## config.mk

```make
export PLATFORM = sky130hd
export DESIGN_NAME = led_sequencer
export DESIGN_NICKNAME = d
export VERILOG_FILES = /design/src/rtl/led_seq_pkg.sv /design/src/rtl/led_seq_prescaler.sv /design/src/rtl/led_sequencer.sv
export SDC_FILE = /design/constraint.sdc
export NUM_CORES = 1
export LEC_CHECK = 0
export BUFFER_PORTS_ARGS = -buffer_cell sky130_fd_sc_hd__buf_2
export CAP_MARGIN = 20
export CORE_MARGIN = 1.5
export CORE_UTILIZATION = 45
export DETAILED_ROUTE_END_ITERATION = 10
export GPL_ROUTABILITY_DRIVEN = 0
export PLACE_DENSITY = 0.79
export SETUP_SLACK_MARGIN = 0.02
export SYNTH_ARGS = -nofsm -noshare
export SYNTH_HDL_FRONTEND = slang
export SYNTH_SLANG_ARGS = --single-unit
export TNS_END_PERCENT = 30
```

## constraint.sdc

```tcl
create_clock -name clk -period 3.25 [get_ports clk]
set_input_delay 0.325 -clock clk [delete_from_list [all_inputs] [get_ports clk]]
set_output_delay 0.325 -clock clk [all_outputs]
set_load 0.02 [all_outputs]
```

## src/rtl/led_seq_pkg.sv

```systemverilog
// Shared types and constants for the LED sequencer: mode encoding, CSR map, CTRL layout.
package led_seq_pkg;

    typedef enum logic [1:0] {
        MODE_STATIC = 2'd0,
        MODE_BLINK  = 2'd1,
        MODE_ROTATE = 2'd2,
        MODE_BOUNCE = 2'd3
    } mode_e;

    // Bit order matches the CTRL register image: [3] dir, [2] enable, [1:0] mode.
    typedef struct packed {
        logic  dir;
        logic  enable;
        mode_e mode;
    } ctrl_t;

    localparam logic [1:0] ADDR_CTRL    = 2'd0;
    localparam logic [1:0] ADDR_PATTERN = 2'd1;
    localparam logic [1:0] ADDR_PERIOD  = 2'd2;
    localparam logic [1:0] ADDR_STATUS  = 2'd3;

    localparam int unsigned CTRL_MODE_LSB = 0;
    localparam int unsigned CTRL_MODE_W   = 2;
    localparam int unsigned CTRL_EN_BIT   = 2;
    localparam int unsigned CTRL_DIR_BIT  = 3;
    localparam int unsigned CTRL_W        = 4;
    localparam int unsigned LED_W         = 8;
    localparam int unsigned CNT_W         = 8;

    function automatic logic [LED_W-1:0] rotate_led(input logic [LED_W-1:0] v, input logic right);
        return right ? {v[0], v[LED_W-1:1]} : {v[LED_W-2:0], v[LED_W-1]};
    endfunction

endpackage

```

## src/rtl/led_seq_prescaler.sv

```systemverilog
// Step-period prescaler: counts 0..period_i and flags a tick on the terminal count.
module led_seq_prescaler #(
    parameter int unsigned WIDTH = 26
) (
    input  logic             clk,
    input  logic             rst,
    input  logic             clear_i,
    input  logic             en_i,
    input  logic [WIDTH-1:0] period_i,
    output logic             tick_c_o
);

    logic [WIDTH-1:0] count_q;
    logic [WIDTH-1:0] count_d;

    // A period lowered below the running count lets the counter wrap through 2^WIDTH.
    always_comb begin
        tick_c_o = 1'b0;
        count_d  = count_q + WIDTH'(1);
        if (clear_i || !en_i) begin
            count_d = '0;
        end else if (count_q == period_i) begin
            tick_c_o = 1'b1;
            count_d  = '0;
        end
    end

    always_ff @(posedge clk or posedge rst) begin
        if (rst) begin
            count_q <= '0;
        end else begin
            count_q <= count_d;
        end
    end

endmodule

```

## src/rtl/led_sequencer.sv

```systemverilog
// Avalon-MM controlled LED sequencer: static, blink, rotate and bounce modes with a step pulse.
module led_sequencer
    import led_seq_pkg::*;
#(
    parameter int unsigned PRESCALE_W     = 26,
    parameter int unsigned DEFAULT_PERIOD = 24_999_999
) (
    input  logic        clk,
    input  logic        reset,
    input  logic [1:0]  avs_address,
    input  logic        avs_write,
    input  logic [31:0] avs_writedata,
    input  logic        avs_read,
    output logic [31:0] avs_readdata,
    output logic        avs_readdatavalid,
    output logic [7:0]  led,
    output logic        step_pulse
);

    ctrl_t                  ctrl_q,     ctrl_d;
    logic [LED_W-1:0]       pattern_q,  pattern_d;
    logic [PRESCALE_W-1:0]  period_q,   period_d;
    logic [LED_W-1:0]       work_q,     work_d;
    logic                   phase_q,    phase_d;
    logic                   bdir_q,     bdir_d;
    logic [CNT_W-1:0]       step_cnt_q, step_cnt_d;
    logic [LED_W-1:0]       led_q,      led_d;
    logic                   pulse_q;
    logic [31:0]            rdata_q,    rdata_d;
    logic                   rvalid_q;

    logic wr_ctrl_c;
    logic wr_pattern_c;
    logic restart_c;
    logic tick_c;
    logic step_c;
    logic unused_wdata_c;

    assign unused_wdata_c = ^avs_writedata;

    led_seq_prescaler #(
        .WIDTH (PRESCALE_W)
    ) u_prescaler (
        .clk      (clk),
        .rst      (reset),
        .clear_i  (restart_c),
        .en_i     (ctrl_q.enable),
        .period_i (period_q),
        .tick_c_o (tick_c)
    );

    // Register writes, restart handling and the per-mode step datapath.
    always_comb begin
        ctrl_d     = ctrl_q;
        pattern_d  = pattern_q;
        period_d   = period_q;
        work_d     = work_q;
        phase_d    = phase_q;
        bdir_d     = bdir_q;
        step_cnt_d = step_cnt_q;

        wr_ctrl_c    = avs_write && (avs_address == ADDR_CTRL);
        wr_pattern_c = avs_write && (avs_address == ADDR_PATTERN);
        restart_c    = wr_ctrl_c || wr_pattern_c;
        step_c       = tick_c && ctrl_q.enable && (ctrl_q.mode != MODE_STATIC) && !restart_c;

        if (wr_ctrl_c) begin
            ctrl_d.mode   = mode_e'(avs_writedata[CTRL_MODE_LSB +: CTRL_MODE_W]);
            ctrl_d.enable = avs_writedata[CTRL_EN_BIT];
            ctrl_d.dir    = avs_writedata[CTRL_DIR_BIT];
        end
        if (wr_pattern_c) begin
            pattern_d = avs_writedata[LED_W-1:0];
        end
        if (avs_write && (avs_address == ADDR_PERIOD)) begin
            period_d = avs_writedata[PRESCALE_W-1:0];
        end

        if (restart_c) begin
            step_cnt_d = '0;
            work_d     = pattern_d;
            phase_d    = 1'b1;
            bdir_d     = ctrl_d.dir;
        end else if (step_c) begin
            step_cnt_d = step_cnt_q + CNT_W'(1);
            case (ctrl_q.mode)
                MODE_BLINK:  phase_d = !phase_q;
                MODE_ROTATE: work_d  = rotate_led(work_q, ctrl_q.dir);
                MODE_BOUNCE: begin
                    if (!bdir_q && work_q[LED_W-1]) begin
                        bdir_d = 1'b1;
                        work_d = work_q >> 1;
                    end else if (bdir_q && work_q[0]) begin
                        bdir_d = 1'b0;
                        work_d = work_q << 1;
                    end else begin
                        work_d = bdir_q ? (work_q >> 1) : (work_q << 1);
                    end
                end
                default: ;
            endcase
        end
    end

    // LED image is built from next-state values so a write shows on led right after its edge.
    always_comb begin
        led_d = '0;
        if (ctrl_d.enable) begin
            case (ctrl_d.mode)
                MODE_STATIC: led_d = pattern_d;
                MODE_BLINK:  led_d = phase_d ? pattern_d : '0;
                default:     led_d = work_d;
            endcase
        end
    end

    // Read mux samples current (pre-write) register state.
    always_comb begin
        rdata_d = '0;
        if (avs_read) begin
            case (avs_address)
                ADDR_CTRL:    rdata_d = {(32 - CTRL_W)'(0), ctrl_q};
                ADDR_PATTERN: rdata_d = {(32 - LED_W)'(0), pattern_q};
                ADDR_PERIOD:  rdata_d = 32'(period_q);
                default:      rdata_d = {15'd0, bdir_q, step_cnt_q, led_q};
            endcase
        end
    end

    always_ff @(posedge clk or posedge reset) begin
        if (reset) begin
            ctrl_q     <= '0;
            pattern_q  <= '0;
            period_q   <= PRESCALE_W'(DEFAULT_PERIOD);
            work_q     <= '0;
            phase_q    <= 1'b1;
            bdir_q     <= 1'b0;
            step_cnt_q <= '0;
            led_q      <= '0;
            pulse_q    <= 1'b0;
            rdata_q    <= '0;
            rvalid_q   <= 1'b0;
        end else begin
            ctrl_q     <= ctrl_d;
            pattern_q  <= pattern_d;
            period_q   <= period_d;
            work_q     <= work_d;
            phase_q    <= phase_d;
            bdir_q     <= bdir_d;
            step_cnt_q <= step_cnt_d;
            led_q      <= led_d;
            pulse_q    <= step_c;
            rdata_q    <= rdata_d;
            rvalid_q   <= avs_read;
        end
    end

    assign led               = led_q;
    assign step_pulse        = pulse_q;
    assign avs_readdata      = rdata_q;
    assign avs_readdatavalid = rvalid_q;

endmodule

```

# Word level (Yosys, flattened, before mapping)
# Cells that the tools add are included.
[word_totals]
out_inout_bits = 42
latch_bits = 0
mem_bits_ro = 0
reg_bits = 124
in_bits = 38
memories = 0
word_cells = 72
ram_bits = 0
[classes]
n_mux = 28
n_eq_ne = 7
reduce_logical = 21
magnitude_cmp = 0
n_bitwise = 0
div = 0
n_shift = 0
multipliers = 0
add_sub_neg = 2
[op_table]
columns = ["operator", "n"]
rows = [
  ["$mux 8", 11],
  ["$mux 26", 3],
  ["$pmux 26 s3", 1],
  ["$pmux 8 s2", 2],
  ["$add 26x1->26 const B", 1],
  ["$eq 26x26->1", 1],
  ["$mux 1", 10],
  ["$add 8x1->8 const B", 1],
  ["$logic_and 1x1->1", 8],
  ["$eq 2x1->1 const B", 3],
  ["$eq 2x2->1 const B", 3],
  ["$reduce_bool 2->1", 3],
  ["$logic_not 1->1", 4],
  ["$logic_not 2->1", 2],
  ["$mux 4", 1],
  ["$reduce_and 3->1", 1],
  ["$reduce_bool 3->1", 1],
  ["$logic_or 1x1->1", 2],
]

# Logic depth before layout (Yosys ltp)
# Gate-level depths: netlist (run 1).
[depth]
depth_word = 13
mapped_depth = 8

# Cells and area by module
# From an unflattened synthesis (run 1), not the netlist that was laid out.
[unflattened]
cells_unflattened = 500
hier_area_um2 = 5954.5
[modules_own_cells]
columns = ["module", "instances", "seq_area_each_um2", "cells_per_inst", "area_each_um2"]
rows = [
  ["led_sequencer", 1, 2324.7, 331, 4241.6],
  ["led_seq_prescaler", 1, 650.6, 169, 1712.9],
]

# Least setup slack after synthesis (run 1)
# OpenSTA, ideal clock, no wires.
[synth_timing]
path_kind = "register to register"
from = "reg period_q[13]"
to = "reg bdir_q"
path_stages_with_launch = 7
setup_slack_ns = 1.082
t_arrival_ns = 2.048
required_ns = 3.130
n_path_buf = 0
path_cell_list = "dfstp_2 -> xnor2_1 -> nand4_1 -> nor4_4 -> nand3_1 -> or4_1 -> and3_1"
[synth_via]
elab_chain_len = 8
[synth_rtl]
columns = ["item", "line_no", "rtl"]
rows = [
  ["from (decl)", "led_sequencer.sv:22", "logic [PRESCALE_W-1:0] period_q, period_d;"],
  ["from (signal assigned)", "led_sequencer.sv:134", "period_q <= PRESCALE_W'(DEFAULT_PERIOD);"],
  ["from (signal assigned)", "led_sequencer.sv:146", "period_q <= period_d;"],
  ["$eq 26x26->1", "led_seq_prescaler.sv:22", "end else if (count_q == period_i) begin"],
  ["$mux 1", "led_seq_prescaler.sv:22", ""],
  ["$mux 1", "led_seq_prescaler.sv:20", "if (clear_i || !en_i) begin"],
  ["$logic_and 1x1->1 (3 in a row)", "led_sequencer.sv:65", "step_c = tick_c && ctrl_q.enable && (ctrl_q.mode != MODE_STATIC) && !restart_c;"],
  ["$reduce_bool 2->1 (no source line)", "-", ""],
  ["$reduce_and 3->1 (no source line)", "-", ""],
  ["to (signal assigned)", "led_sequencer.sv:149", "bdir_q <= bdir_d;"],
  ["to (decl)", "led_sequencer.sv:25", "logic bdir_q, bdir_d;"],
]
# Every way passes these cells.
# A chain may end at the register's enable or synchronous reset.

# Worst setup path in the final report (run 1)
[layout_timing]
from = "reg period_q[13]"
to = "reg u_prescaler.count_q[8]"
[layout_via]
elab_chain_len = 3
[layout_rtl]
columns = ["item", "line_no", "rtl"]
rows = [
  ["$eq 26x26->1", "led_seq_prescaler.sv:22", ""],
  ["$mux 26", "led_seq_prescaler.sv:22", ""],
  ["$mux 26", "led_seq_prescaler.sv:20", ""],
  ["net u_prescaler.count_d[8]", "led_seq_prescaler.sv:14", "logic [WIDTH-1:0] count_d;"],
  ["to (signal assigned)", "led_seq_prescaler.sv:32", "count_q <= count_d;"],
  ["to (decl)", "led_seq_prescaler.sv:13", "logic [WIDTH-1:0] count_q;"],
]
# The timed path passes the listed nets, and every way through them passes these cells.

==> results of run 1 <==
[synthesized netlist by cell type (3+ instances only)]
cell type / count / area (um^2)
mux2_2: 38 / 428
nor4_1: 4 / 25.0
o31ai_1: 4 / 30.0
o21ai_0: 7 / 35.0
a22oi_1: 8 / 60.1
nor3_1: 5 / 25.0
nand3_1: 16 / 80.1
nor2_1: 52 / 195
inv_1: 16 / 60.1
o21a_1: 4 / 30.0
nand2b_1: 3 / 18.8
buf_4: 6 / 45.0
a21oi_1: 10 / 50.1
buf_2: 3 / 15.0
dfstp_2: 18 / 473
a21boi_0: 4 / 30.0
or3_1: 3 / 18.8
mux4_2: 4 / 90.1
buf_1: 3 / 11.3
nor2b_1: 6 / 37.5
o211ai_1: 4 / 30.0
and3_1: 8 / 50.1
nand4_1: 15 / 93.8
dfrtp_1: 100 / 2500
nand2_1: 59 / 221
o22ai_1: 7 / 43.8
clkbuf_1: 13 / 48.8
xnor2_1: 40 / 350
mux2i_1: 22 / 220
and2_1: 16 / 100
xor2_1: 11 / 96.3
[layer usage]
metal,vias up,part of all wire,wire length [um],GRT usage
met2,208,0.49,6550,0.338
met1,2092,0.41,5490,0.269
met3,32,0.078,1050,0.0441
met4,0,0.029,391,0.118
met5,-,0,0,0
li1,1989,-,-,-
[registers in the layout, indices dropped and copies added, names as in the netlist, 4 cells and up]
| name | cells |
|---|---|
| step_cnt_q | 8 |
| u_prescaler.count_q | 26 |
| avs_readdata | 26 |
| period_q | 26 |
| pattern_q | 8 |
| led | 8 |
| work_q | 8 |
| ctrl_q | 4 |
[path summary, 6_finish.rpt]
path | start | to | slack [ns] | depth (start not counted)
max | period_q[13]$_DFFE_PP1P_ | u_prescaler.count_q[8]$_DFF_PP0_ | 0.66 | 6
max reg2reg | period_q[13]$_DFFE_PP1P_ | u_prescaler.count_q[8]$_DFF_PP0_ | 0.66 | 6
min in group asynchronous | reset | avs_readdata[4]$_DFF_PP0_ | 0.35 | 3
min reg2reg | pattern_q[4]$_DFF_PP0_ | pattern_q[4]$_DFF_PP0_ | 0.53 | 2
min | avs_read | avs_readdatavalid$_DFF_PP0_ | 0.11 | 1
max in group asynchronous | reset | period_q[20]$_DFFE_PP1P_ | 2.09 | 5
[power by group through the flow]
stage / Combinational (mW) / Clock [mW] / Sequential, mW
global placement: 0.660 / 0 / 1.84
detailed placement: 0.677 / 0 / 1.84
CTS: 0.690 / 1.83 / 1.82
global route: 0.755 / 1.89 / 1.84
finish: 0.696 / 1.81 / 1.83
floorplan: 0.483 / 0 / 1.82
[cell type report]
type | instances | area (um^2)
inverters | 16 | 63.8
clock buffers | 23 | 478
fillers | 1038 | 5690
multi-input cells | 379 | 2610
repair buffers | 76 | 430
clock inverters | 9 | 100
well taps | 172 | 215
flip-flops and latches | 118 | 2980
[worst reg2reg max path, stage by stage (launching register included)]
cell	delay, ns
dfstp_2	0.55
xnor2_1	0.13
nand4_1	0.24
nor4_4	0.52
nand2_1	0.20
nand2_1	0.66
nor2_1	0.15
[per-stage QoR]
step	setup slack, ns	hold WS [ns]	cell area (um^2)
CTS	0.666	0.0998	6850
detailed placement	0.716	0.519	6270
floorplan	1.08	0.356	5780
global placement	0.794	0.504	6270
global route	0.531	0.110	6880
finish	0.658	0.113	6880
[cell families after synthesis]
kind of cell / after synthesis / share of synthesized area
AND/OR/NAND/NOR: 201 / 0.176
flip-flops: 118 / 0.517
multiplexers: 64 / 0.128
AO/OA/AOI/OAI: 55 / 0.0636
XOR/XNOR: 51 / 0.0775
buffers and inverters: 42 / 0.0332
adder cells (fa/ha/maj): 2 / 0.00434
other: 1 / 0.000651
[timing repair]
item | CTS | global route
hold buffers | 0 | 1
hold endpoints to repair | 0 | 1
endpoints found under the setup margin | 0 | 0
==> results.toml, run 1 <==
[outcome]
status = "complete, no violations"

[placed_design]
dp_hpwl_mm = 9.44
io_buffers = 67
dp.cells = 759

[layout]
syn_to_final_growth_pct = 19.4
final_common_cell = "dfrtp_1"
fin_util = 0.547
layout.cells.non_filler = 793
antenna_cells = 0
drive_above_1_share = 0.274
final_cell_mix = "dfrtp_1 (100), buf_2 (67), nand2_1 (59), nor2_1 (52), xnor2_1 (40)"
finalNetCount = 648

[pwr]
ir_drop_mv = 0.389
internal-power_mw = 3.14
power_mw = 4.33
p_per_area_mw_per_mm2 = 630
pwr-share-seq = 0.422
p_clk_frac = 0.417
switching_share = 0.274
switching_power_mw = 1.18
power.share.combinational = 0.161
leakage_nw = 3.14

[setup_path]
path_common_cell = "nand2_1"
cp_top_family = "simple AND/OR/NAND/NOR gates"
critPathSlowestCell = "nand2_1"
required_ns = 3.51
cp-start-kind = "flip-flop"
cp_num_buf_inv = 0
path_class = "reg -> reg"
path_cells = "xnor2_1 > nand4_1 > nor4_4 > nand2_1 > nand2_1 > nor2_1"
critical_path_arrival_ns = 2.85
critPathMaxFanout = 23
end_kind = "flip-flop"
slowest_delay_ns = 0.66

[sta]
min_period_over_period = 0.798
hold_violations = 0
setup_viol = 0
rsz0062_at_grt = "false"
maxSlewHeadroom = 0.448
fin_crit_ns = 2.59
finClkSkew_ns = 0.0104
clock.fmax_mhz = 386
setup_tns_ns = 0
drv_slew = 0
tightest_slew_ns = 0.821

[detailed_routing]
vias_per_cell = 5.45
drt-initial-drc-count = 525
vias = 4321
ant_nets = 0
drc = 0
dr.pass1.iters = 5
wl_per_cell_um = 17.0
drt-total-wl_mm = 13.5

[floorplanning]
initial_core_util = 0.458
rows = 41
core_mm2 = 0.0126
die_h_um = 116
die_area_mm2 = 0.0135
pin_count = 80
die_x_um = 116

[yosys]
synth.avg_cell_area_um2 = 10.8
synth_seq_cells = 118
ys_seq_area_frac = 0.517
netlist_instances = 534
synthArstFlopShare = 1.00
syn-cell-area_mm2 = 0.00576
yosys_warnings = 0
synth-edff-count = 0
synth_cell_types = 48
synth_ff_type = "dfrtp_1"

[global_route]
antenna_found_initial = 0
grt_usage = 0.211
overflow = 0
grt_pass1_wl_mm = 21.5
grt_pass1_vias = 4342
grt_max_degree = 54

[worst_hold_path]
holdCritPathClass = "in -> reg"

[clock_network]
cts_root_buf = "clkbuf_16"
path_clk_slew_ns = 0.05
tritoncts = "yes"
cts_buffer_depth = 2
insertion_delay_ns = 0.42
htreeDepth = 4
postCtsSetupRepairBufs = 0
ctsResizeCount = 0
cts_buffers = 17
clock-sinks = 118

[job]
maxCapViolCount = 0
Power figures use the tool's default switching activity.
==> run 2: changes to the inputs <==
Settings changed: ABC_AREA from default to 1, PLACE_DENSITY 0.79 to 0.77.
Clock period 3.25 ns to 2.58 ns, I/O delays scaled along.
==> run 2 against run 1 <==
Net effect: die area rose by 9.7%; synthesized cell count up 52%; fmax grew 23%; cell area grew 8.8%; sequential power increased by 21%; clock skew about the same; non-clock buffer count up 2; combinational power is 36% higher; hold slack worse by 0.032 ns; utilization shrank 0.59 points; largest power group is now clock.
==> results.toml, run 2 <==
[clock_network]
tritoncts = "yes"
cts_buffers = 17
htreeDepth = 4
insertion_delay_ns = 0.43
cts_buffer_depth = 2
path_clk_slew_ns = 0.05
clock-sinks = 118
cts_hold_buffers = 1
cts_root_buf = "clkbuf_16"
ctsResizeCount = 0
postCtsSetupRepairBufs = 0

[detailed_routing]
vias = 5649
ant_nets = 0
vias_per_cell = 5.22
dr.pass1.iters = 6
wl_per_cell_um = 15.2
drt-total-wl_mm = 16.4
drt-initial-drc-count = 642
drc = 0

[setup_path]
rrSetupSlack_ns = 0.48
cp_num_cells = 11
critical_path_arrival_ns = 2.39
required_ns = 2.87
critPathSlowestCell = "dfrtp_1"
path_cells = "ha_1 > nand3_1 > nor2_1 > inv_1 > nor2_2 > nand3_2 > nor2_2 > nand2_1 > nor3_2 > xor2_1 > nor2_1"
slowest_delay_ns = 0.43
path_class = "reg -> reg"
critPathMaxFanout = 5
regToRegEndpoint = "u_prescaler.count_q[20]$_DFF_PP0_"
cp_top_family = "simple AND/OR/NAND/NOR gates"
r2r_start = "u_prescaler.count_q[0]$_DFF_PP0_"
cp-start-kind = "flip-flop"
end_kind = "flip-flop"
cp_num_buf_inv = 1
r2r_cells = 11

[global_route]
grt_max_degree = 41
overflow = 0
grt_pass1_wl_mm = 26.9
antenna_found_initial = 0
grt_pass1_vias = 5565
grt_usage = 0.238

[pwr]
switching_share = 0.292
power_mw = 5.55
switching_power_mw = 1.62
leakage_nw = 3.76
internal-power_mw = 3.93
ir_drop_mv = 0.509
p_per_area_mw_per_mm2 = 742
p_clk_frac = 0.430
power.share.combinational = 0.171
pwr-share-seq = 0.399

[worst_hold_path]
hold-path-cell-count = 2
hp-start = "avs_writedata[18]"
hold_path_end = "period_q[18]$_DFFE_PP1P_"
holdCritPathClass = "in -> reg"

[floorplanning]
core_mm2 = 0.0138
die_x_um = 122
rows = 43
pin_count = 80
die_area_mm2 = 0.0148
die_h_um = 122
initial_core_util = 0.458

[placed_design]
io_buffers = 67
postPlaceCellArea_mm2 = 0.00688
dp_hpwl_mm = 12.0
dp.cells = 1049

[yosys]
synth_compound_area_frac = 0.0908
synth_seq_cells = 118
synthArstFlopShare = 1.00
netlist_instances = 812
synthAdderAreaFrac = 0.00395
synth_top_family_by_area = "simple AND/OR/NAND/NOR gates"
ys_top_cells_by_count = "nand2_1 (219), inv_1 (111), dfrtp_1 (100)"
synth.most_common_cell = "nand2_1"
synth_top_cell_area_share = 0.395
synth.avg_cell_area_um2 = 7.80
syn-cell-area_mm2 = 0.00634
synth_cell_types = 42
synth_xor_area_frac = 0.0442
yosysTopAreaCell = "dfrtp_1"
synth_mux_area_frac = 0.0124
yosys.area_share.simple = 0.285
synth_area_leaders = "dfrtp_1 (39%), nand2_1 (13%), dfstp_2 (7.5%)"
yosys_warnings = 0
synth-edff-count = 0
ys_seq_area_frac = 0.469
synth_ff_type = "dfrtp_1"

[layout]
drive_above_1_share = 0.203
post-route-cell-area_mm2 = 0.00748
finalNetCount = 929
final_cell_mix = "nand2_1 (219), inv_1 (110), dfrtp_1 (100), nor2_1 (78), buf_2 (67)"
final_common_cell = "nand2_1"
fillers = 1233
antenna_cells = 0
syn_to_final_growth_pct = 18.1
layout.cells.non_filler = 1082

[sta]
rsz0062_at_grt = "false"
fin_crit_ns = 2.10
tightest_slew_ns = 0.785
clock.fmax_mhz = 475
finClkSkew_ns = 0.0108
hold_ws_ns = 0.0811
maxSlewHeadroom = 0.475
drv_slew = 0
setup_viol = 0
setup_tns_ns = 0
hold_violations = 0
min_period_over_period = 0.816

[outcome]
status = "complete, no violations"

[job]
maxCapViolCount = 0
run 2: worst max path at each step:
| stage | startpoint | end | slack, ns |
|---|---|---|---|
| after CTS | u_prescaler.count_q[0]$_DFF_PP0_ | u_prescaler.count_q[20]$_DFF_PP0_ | 0.50 |
| after floorplan | u_prescaler.count_q[0]$_DFF_PP0_ | u_prescaler.count_q[20]$_DFF_PP0_ | 0.84 |
| after global routing | u_prescaler.count_q[0]$_DFF_PP0_ | u_prescaler.count_q[20]$_DFF_PP0_ | 0.25 |
| after global placement | period_q[5]$_DFFE_PP1P_ | u_prescaler.count_q[18]$_DFF_PP0_ | 0.58 |
| final | u_prescaler.count_q[0]$_DFF_PP0_ | u_prescaler.count_q[20]$_DFF_PP0_ | 0.48 |
| after detailed placement | u_prescaler.count_q[1]$_DFF_PP0_ | u_prescaler.count_q[20]$_DFF_PP0_ | 0.51 |
run 2: power groups by stage:
stage	logic (mW)	registers, mW	clock network, mW
final	0.950	2.22	2.39
after global placement	0.917	2.23	0
after global routing	1.07	2.23	2.50
after CTS	0.945	2.21	2.41
after floorplan	0.634	2.24	0
after detailed placement	0.934	2.24	0
run 2: final cells by class:
type | instances | area (um^2) | area share
Inverter | 122 | 463 | 0.0619
Tap cell | 180 | 225 | 0.0301
Multi-Input combinational cell | 552 | 2790 | 0.373
Clock inverter | 9 | 126 | 0.0169
Clock buffer | 23 | 468 | 0.0625
Sequential cell | 118 | 2980 | 0.398
Timing Repair Buffer | 78 | 433 | 0.0579
run 2: metal layers:
metal,part of all wire,track usage,routed length (um)
met5,0,0,0
met4,0.025,0.104,416
met3,0.077,0.0487,1260
met2,0.46,0.373,7520
met1,0.44,0.320,7220
run 2: stage by stage:
| step | setup slack [ns] | util |
|---|---|---|
| floorplan | 0.843 | - |
| global placement | 0.582 | 0.497 |
| detailed placement | 0.509 | 0.497 |
| CTS | 0.496 | 0.541 |
| global route | 0.247 | 0.541 |
| finish | 0.475 | 0.541 |
run 2: cell families after synthesis:
logic type | after synthesis
flip-flops | 118
AO/OA/AOI/OAI | 104
other | 1
buffers and inverters | 147
AND/OR/NAND/NOR | 401
multiplexers | 7
XOR/XNOR | 32
adder cells (fa/ha/maj) | 2
==> run 3: changes to the inputs <==
Settings changed: ABC_AREA 1 to 0, PLACE_DENSITY 0.77 to 0.79.
Clock period 2.58 ns to 1.8 ns, I/O delays scaled along.
==> run 3 against run 2 <==
Net effect: sequential share of layout area shrank 2.3 points; largest power group unchanged; the run now ends with setup timing left; utilization increased by 9.1 points; critical endpoint is now step_cnt_q[3]$_DFFE_PP0P_; cell count decreased by 17%; via count down 9.8%; clock-buffer cell count grew 1; clock skew fell by 0.0046 ns; clock power increased by 55%.
==> results.toml, run 3 (same netlist as run 1, synthesis figures left out) <==
[layout]
syn_to_final_growth_pct = 37.8
layout.cells.non_filler = 896
post-route-cell-area_mm2 = 0.00794
final_common_cell = "dfrtp_1"
antenna_cells = 0
drive_above_1_share = 0.410
final_cell_mix = "dfrtp_1 (100), buf_4 (94), buf_2 (68), nand2_1 (57), nor2_1 (51)"
finalNetCount = 751

[clock_network]
tritoncts = "yes"
cts_buffer_depth = 2
clock-sinks = 118
cts_buffers = 17
insertion_delay_ns = 0.42
path_clk_slew_ns = 0.05
cts_root_buf = "clkbuf_16"
htreeDepth = 4

[sta]
maxSlewHeadroom = 0.538
setup_viol = 53
fin_ws_ns = -0.496
tightest_slew_ns = 0.689
clock.fmax_mhz = 436
finClkSkew_ns = 0.00617
drv_slew = 0
hold_violations = 0
min_period_over_period = 1.28
rsz0062_at_grt = "true"
fin_crit_ns = 2.30

[detailed_routing]
vias_per_cell = 5.69
dr.pass1.iters = 6
drt-initial-drc-count = 564
drt-total-wl_mm = 17.0
wl_per_cell_um = 18.9
vias = 5094
ant_nets = 0
drc = 0

[worst_hold_path]
holdCritPathClass = "in -> reg"
hold-path-cell-count = 2

[placed_design]
io_buffers = 67
postPlaceCellArea_mm2 = 0.00695
dp_hpwl_mm = 10.6
dp.cells = 847

[pwr]
p_per_area_mw_per_mm2 = 1100
power.share.combinational = 0.207
ir_drop_mv = 0.741
internal-power_mw = 6.37
switching_power_mw = 2.39
pwr-share-seq = 0.370
leakage_nw = 3.75
p_clk_frac = 0.424
power_mw = 8.76
switching_share = 0.273

[floorplanning]
die_x_um = 116
die_h_um = 116
core_mm2 = 0.0126
pin_count = 80
die_area_mm2 = 0.0135
initial_core_util = 0.458
rows = 41

[setup_path]
path_class = "reg -> reg"
cp-start-kind = "flip-flop"
r2r_cells = 8
critical_path_arrival_ns = 2.63
end_kind = "flip-flop"
critPathMaxFanout = 4
required_ns = 2.13

[global_route]
grt_usage = 0.253
grt_pass1_vias = 5044
overflow = 0
grt_pass1_wl_mm = 25.7
grt_max_degree = 119
antenna_found_initial = 0

[outcome]
violations = "setup timing"
status = "finished with violations"

[job]
maxCapViolCount = 0
## run 3: cell types whose count changed in the layout (fill, tap and decap cells not counted), sizes merged, moves of 27 or more
| cell | change |
|---|---|
| nor2 | -49 |
| a21oi | -37 |
| xnor2 | +27 |
| inv | -102 |
| o21ai | -33 |
| nand2 | -170 |
| buf | +97 |
| mux2 | +31 |
## run 3: power groups by stage
stage               sequential [mW]  combinational, mW  clock (mW)
global placement               3.23               1.58           0
global route                   3.26               1.92        3.86
CTS                            3.21               1.69        3.73
floorplan                      3.29              0.871           0
finish                         3.24               1.81        3.71
detailed placement             3.24               1.61           0
## run 3: worst max-delay path, stage by stage, from the launching register on
cell	delay, ns
dfstp_2	0.54
xnor2_1	0.13
nand4_1	0.19
nor4_4	0.31
buf_4	0.19
buf_6	0.11
nand4b_1	0.14
or3_4	0.41
a21oi_2	0.18
## run 3: metal layers
metal / wire (um) / vias up / GRT usage
met5: 0 / - / 0
met4: 873 / 0 / 0.120
met3: 1350 / 88 / 0.0519
met2: 8160 / 311 / 0.418
met1: 6590 / 2502 / 0.321
li1: - / 2193 / -
## run 3: per-stage QoR
| step | setup TNS [ns] | setup slack [ns] | util | hold slack (ns) |
|---|---|---|---|---|
| 6_report | -15.57 | -0.496 | 0.632 | 0.00843 |
| 5_1_grt | -20.26 | -0.580 | 0.632 | 0.00491 |
| 4_1_cts | -14.78 | -0.402 | 0.618 | 0.00216 |
| 3_5_place_dp | -14.32 | -0.478 | 0.553 | 0.391 |
| 3_3_place_gp | -12.60 | -0.438 | 0.553 | 0.389 |
| 2_1_floorplan | -8.75 | -0.368 | - | 0.211 |
## run 3: what timing repair did
action	4_1_cts	5_1_grt
resized for setup	22	32
gates cloned	1	0
pin swaps	19	20
buffers inserted	6	5
endpoints found under the setup margin	52	53
hold endpoints to repair	104	0
hold buffers	5	0
## run 3: path summary, 6_finish.rpt
path | startpoint | slack [ns] | to
setup / recovery | period_q[13]$_DFFE_PP1P_ | -0.50 | step_cnt_q[3]$_DFFE_PP0P_
hold / removal | avs_writedata[23] | 0.008 | period_q[23]$_DFFE_PP0P_
setup reg to reg | period_q[13]$_DFFE_PP1P_ | -0.50 | step_cnt_q[3]$_DFFE_PP0P_
hold reg to reg | pattern_q[1]$_DFF_PP0_ | 0.54 | pattern_q[1]$_DFF_PP0_
max in group asynchronous | reset | 0.83 | work_q[3]$_DFF_PP0_
min in group asynchronous | reset | 0.45 | avs_readdata[3]$_DFF_PP0_
## run 3: layout make-up
type                            instances  area, um^2
Inverter                               16        63.8
Fill cell                             867        4630
Clock inverter                          8         170
Multi-Input combinational cell        379        2790
Tap cell                              172         215
Clock buffer                           24         472
Timing Repair Buffer                  179        1260
Sequential cell                       118        2980
